## src/rtl/rv_pipe_pkg.sv

```systemverilog
// rv_pipe_pkg: shared state encoding and constants for the RV32I pipeline hazard controller.
package rv_pipe_pkg;
    localparam int STATE_W = 2;
    localparam logic [4:0] X0 = 5'd0;
    typedef enum logic [STATE_W-1:0] {RUN = 2'd0, MEM_WAIT = 2'd1, ERROR = 2'd2} state_t;
endpackage

```

## src/rtl/load_use_detect.sv

```systemverilog
// load_use_detect: flags an ID instruction that reads the destination of a load still in EX.
module load_use_detect
    import rv_pipe_pkg::*;
(
    input  logic       id_valid,
    input  logic [4:0] id_rs1,
    input  logic [4:0] id_rs2,
    input  logic       ex_valid,
    input  logic       ex_mem_read,
    input  logic [4:0] ex_rd,
    output logic       lu
);
    assign lu = id_valid & ex_valid & ex_mem_read & (ex_rd != X0) & ((ex_rd == id_rs1) | (ex_rd == id_rs2));
endmodule

```

## src/rtl/pipeline_hazard_ctrl.sv

```systemverilog
// pipeline_hazard_ctrl: stall/flush sequencing for load-use, redirects and data-memory waits.
// Optional performance counters are built when PIPE_CTRL_PERF_EN is defined.
module pipeline_hazard_ctrl
    import rv_pipe_pkg::*;
#(
    parameter int MEM_TIMEOUT = 16,
    parameter int CNT_W       = 32
) (
    input  logic             clk,
    input  logic             rst,
    input  logic             id_valid,
    input  logic [4:0]       id_rs1,
    input  logic [4:0]       id_rs2,
    input  logic             ex_valid,
    input  logic             ex_MemRead,
    input  logic [4:0]       ex_rd,
    input  logic             ex_redirect,
    input  logic             mem_req,
    input  logic             mem_ready,
    output logic             pc_en,
    output logic             ifid_en,
    output logic             ifid_flush,
    output logic             idex_flush,
    output logic             exmem_en,
    output logic             memwb_bubble,
    output logic             mem_timeout,
`ifdef PIPE_CTRL_PERF_EN
    output logic [CNT_W-1:0] perf_lu_stalls,
    output logic [CNT_W-1:0] perf_mem_stalls,
    output logic [CNT_W-1:0] perf_flushes,
    output logic [CNT_W-1:0] perf_cycles,
`endif
    output logic [STATE_W-1:0] state
);
    localparam int WAIT_W = $clog2(MEM_TIMEOUT + 1);
    state_t cur, nxt;
    logic [WAIT_W-1:0] wait_cnt, wait_nxt;
    logic lu, mw;
    assign mw = mem_req & ~mem_ready;
    load_use_detect u_lu (
        .id_valid   (id_valid),
        .id_rs1     (id_rs1),
        .id_rs2     (id_rs2),
        .ex_valid   (ex_valid),
        .ex_mem_read(ex_MemRead),
        .ex_rd      (ex_rd),
        .lu         (lu)
    );
    always_ff @(posedge clk or negedge rst) begin
        if (!rst) begin
            cur      <= RUN;
            wait_cnt <= '0;
        end else begin
            cur      <= nxt;
            wait_cnt <= wait_nxt;
        end
    end
    always_comb begin
        nxt      = cur;
        wait_nxt = wait_cnt;
        if (cur != ERROR) begin
            if (!mw) begin
                nxt      = RUN;
                wait_nxt = '0;
            end else if (cur == MEM_WAIT && wait_cnt == WAIT_W'(MEM_TIMEOUT)) begin
                nxt = ERROR;
            end else begin
                nxt      = MEM_WAIT;
                wait_nxt = (cur == RUN) ? WAIT_W'(1) : ((&wait_cnt) ? wait_cnt : wait_cnt + 1'b1);
            end
        end
    end
    // Hazards held during a memory stall stay visible on the inputs because EX is frozen.
    always_comb begin
        pc_en        = 1'b1;
        ifid_en      = 1'b1;
        exmem_en     = 1'b1;
        ifid_flush   = 1'b0;
        idex_flush   = 1'b0;
        memwb_bubble = 1'b0;
        if (!rst || cur == ERROR || mw) begin
            pc_en        = 1'b0;
            ifid_en      = 1'b0;
            exmem_en     = 1'b0;
            memwb_bubble = 1'b1;
            ifid_flush   = !rst || cur == ERROR;
            idex_flush   = !rst || cur == ERROR;
        end else if (ex_redirect) begin
            ifid_flush = 1'b1;
            idex_flush = 1'b1;
        end else if (lu) begin
            pc_en      = 1'b0;
            ifid_en    = 1'b0;
            idex_flush = 1'b1;
        end
    end
    assign mem_timeout = (cur == ERROR);
    assign state       = cur;
`ifdef PIPE_CTRL_PERF_EN
    logic live;
    assign live = (cur != ERROR) & ~mw;
    always_ff @(posedge clk or negedge rst) begin
        if (!rst) begin
            perf_lu_stalls  <= '0;
            perf_mem_stalls <= '0;
            perf_flushes    <= '0;
            perf_cycles     <= '0;
        end else begin
            perf_lu_stalls  <= perf_lu_stalls + CNT_W'(live & ~ex_redirect & lu);
            perf_mem_stalls <= perf_mem_stalls + CNT_W'(mw);
            perf_flushes    <= perf_flushes + CNT_W'(live & ex_redirect);
            perf_cycles     <= perf_cycles + 1'b1;
        end
    end
`endif
endmodule

```

## config.mk

```make
export PLATFORM = sky130hd
export DESIGN_NAME = pipeline_hazard_ctrl
export DESIGN_NICKNAME = d
export VERILOG_FILES = /design/src/rtl/rv_pipe_pkg.sv /design/src/rtl/load_use_detect.sv /design/src/rtl/pipeline_hazard_ctrl.sv
export SDC_FILE = /design/constraint.sdc
export NUM_CORES = 1
export LEC_CHECK = 0
export CAP_MARGIN = 20
export CORE_UTILIZATION = 30
export CTS_CLUSTER_DIAMETER = 30
export DETAILED_ROUTE_END_ITERATION = 8
export GPL_TIMING_DRIVEN = 0
export MAX_ROUTING_LAYER = met4
export PLACE_DENSITY_LB_ADDON = 0.12
export SKIP_CTS_REPAIR_TIMING = 1
export SLEW_MARGIN = 20
export SYNTH_ARGS = -nofsm -noshare
export SYNTH_HDL_FRONTEND = slang
export SYNTH_SLANG_ARGS = --single-unit
export TNS_END_PERCENT = 5
```

## constraint.sdc

```tcl
create_clock -name clk -period 2.4 [get_ports clk]
set_input_delay 0.48 -clock clk [delete_from_list [all_inputs] [get_ports clk]]
set_output_delay 0.48 -clock clk [all_outputs]
set_load 0.02 [all_outputs]
```

==> results.py <==
metrics = {
    "power": {
        "leakage_nw": 0.477,
        "ir_worst_vdd_mv": 0.153,
        "power_density_nw_per_um2": 298,
        "power_uw": 300,
    },
    "timing": {
        "tightest_slew_ps": 426,
        "hold_viol": 0,
        "fin_crit_sh_pct": 98.1,
        "fin_skew_ps": 5.15,
        "slew_headroom_pct": 71.5,
        "setup_viol": 0,
        "grt_setup_unrepaired": "true",
        "fin_crit_ps": 2360,
        "drv_slew": 0,
        "fmax_ghz": 0.425,
    },
    "global_routing": {
        "antenna_found_initial": 0,
        "grt_usage_pct": 16.0,
        "grt_overflow": 0,
        "grt_max_degree": 10,
        "grt_pass1_wl_mm": 2.39,
        "grt_pass1_vias": 561,
    },
    "detailed_routing": {
        "drc": 0,
        "wirelength_mm": 1.44,
        "drt-pass1-iter-count": 2,
        "initialDrtViolationCount": 1,
        "dr.max_layer_used": "met4",
        "routed-via-count": 611,
        "ant_nets": 0,
        "route.met2.wl_um": 679,
        "wl_per_cell_um": 11.1,
        "wl_met1_um": 649,
        "met3WireLength_um": 100,
        "viasPerCell": 4.70,
    },
    "cells_and_area": {
        "antenna_cells": 0,
        "syn_to_final_growth_pct": 67.3,
        "post-route-util_pct": 55.8,
        "nFillCells": 187,
        "drive_above_1_share_pct": 15.2,
        "nets": 132,
    },
    "synthesis": {
        "avgSynthCellArea_sq_um": 8.58,
        "syn_inst": 70,
        "syn_nets": 96,
        "yosysWarnings": 0,
        "ys_types": 27,
        "ys_seq_area_share_pct": 29.2,
        "netlist_area_sq_um": 601,
        "ys_ff_latch": 7,
    },
    "clock_tree": {
        "cts.sinks": 7,
        "tritoncts": "yes",
        "root_buffer": "clkbuf_4",
        "cts.clk_slew.worst_paths_ps": 60,
        "h-tree-depth": 1,
        "clock_latency_ps": 260,
        "clk_path_buf_depth": 2,
        "cts_inserted_buffers": 3,
    },
    "floorplan": {
        "die_w_um": 46.7,
        "die_area_sq_um": 2180,
        "rows": 15,
        "die_h_um": 46.7,
        "start_util_pct": 33.3,
        "core_sq_um": 1800,
        "io-pin-count": 32,
    },
    "worst_setup_path": {
        "crit_fanout": 3,
        "endpoint_kind": "output pin",
        "critPathLaunchType": "input pin",
        "critPathKind": "in -> out",
        "rrSetupSlack_ps": 370,
        "cp.arrival_ps": 1880,
        "ff2ff_path_depth": 7,
        "crit_required_ps": 1920,
    },
    "placed_design": {
        "dpl.hpwl_mm": 1.18,
        "gp_congestion": 0.813,
        "numPortBuffers": 31,
    },
    "outcome": {
        "status": "complete, no violations",
    },
    "worst_hold_path": {
        "hold_class": "in -> async",
    },
    "flow_run": {
        "max-cap-violations": 0,
    },
}
## cell usage after synthesis
library cell  n  area, sq um
a21o_1        1         7.51
a21o_4        1         15.0
a21oi_1       3         15.0
a2bb2oi_1     1         8.76
and2_1        2         12.5
and3_2        1         7.51
buf_4         1         7.51
dfrtp_1       7          175
ha_1          3         37.5
inv_1         3         11.3
inv_4         1         6.26
nand2_1       6         22.5
nand2b_1      1         6.26
nand3_1       5         25.0
nand4b_1      1         8.76
nand4bb_2     1         16.3
nor2_1        4         15.0
nor2b_4       1         13.8
nor3_1        4         20.0
o21a_1        1         7.51
o21ai_0       8         40.0
o21bai_1      1         7.51
o21bai_2      1         11.3
or2b_2        1         8.76
or3_1         1         6.26
xnor2_1       6         52.6
xor2_1        4         35.0
## layer usage
layer	GRT usage, %	vias up
met1	18.9	270
met2	25.3	26
met3	3.46	2
li1	-	313
met5	-	-
met4	8.57	0
## critical path: stages
cell and delay [ps]:
clkdlybuf4s50_1 470, xor2_1 200, nor3_2 190, o21ai_2 100, o21a_1 180, buf_4 120, clkbuf_2 140
## state kept, by name (all words and copies together), names as in the netlist
signal and count:
wait_cnt 5, state 2
## power breakdown
part | internal [mW] | leakage (nW) | switching, mW
Clock | 0.0637 | 0.0150 | 0.0479
Combinational | 0.0445 | 0.370 | 0.0254
Sequential | 0.118 | 0.0926 | 0
## metrics by stage
stage,setup WS (ps),std cells,cell area [sq um],TNS (ps),hold slack [ps]
after floorplan,259,70,601,0,184
after global placement,-556,126,942,-1730,516
after detailed placement,-535,126,942,-1690,525
after CTS,-546,130,968,-1750,524
after global routing,-61.2,130,1000,-61.2,148
final,44.5,130,1000,0,136
## kinds of logic after synthesis
family | Yosys count | synth area share (%)
DFF | 7 | 29.2
xor gates and xnor gates | 10 | 14.6
AOI/OAI and AO/OA | 17 | 18.8
and+or+nand+nor | 28 | 27.1
adders and majority gates | 3 | 6.25
buffers and inverters | 5 | 4.17
## path summary, 6_finish.rpt
check                                  from     endpoint
worst max register to register  wait_cnt[0]  wait_cnt[3]
min in group clk                wait_cnt[1]  wait_cnt[1]
worst min-delay path                    rst  wait_cnt[3]
worst min register to register  wait_cnt[1]  wait_cnt[1]
worst max-delay path               ex_rd[3]        pc_en
max in group asynchronous               rst     state[1]
## placed cells by master, fill, tap and decap left out
master,instances
clkdlybuf4s50_1,20
dlymetal6s2s_1,10
o21ai_0,7
dfrtp_1,7
xnor2_1,6
nand2_1,6
nand3_1,5
xor2_1,4
nor2_1,4
inv_1,3
a21oi_1,3
ha_1,3
clkbuf_4,3
nor3_2,2
nor3_1,2
and2_1,2
or2b_2,1
inv_4,1
nand2b_2,1
and3_2,1
nor2b_4,1
o21ai_2,1
a21o_1,1
o21bai_1,1
o21a_1,1
nand4bb_2,1
nand4b_1,1
o21bai_2,1
a21o_4,1
or3_1,1
a2bb2oi_1,1
buf_4,1
clkbuf_1,1
clkbuf_2,1
## area by class of cell
cell class | instances | area, sq um | share of cell area (%)
multi-input cells | 58 | 417 | 41.5
repair buffers | 31 | 330 | 32.9
flip-flops and latches | 7 | 175 | 17.4
well taps | 25 | 31.3 | 3.11
clock buffers | 4 | 26.3 | 2.62
inverters | 4 | 17.5 | 1.74
plain buffers | 1 | 7.51 | 0.747
Note: power is estimated with default switching activity, not from simulation.
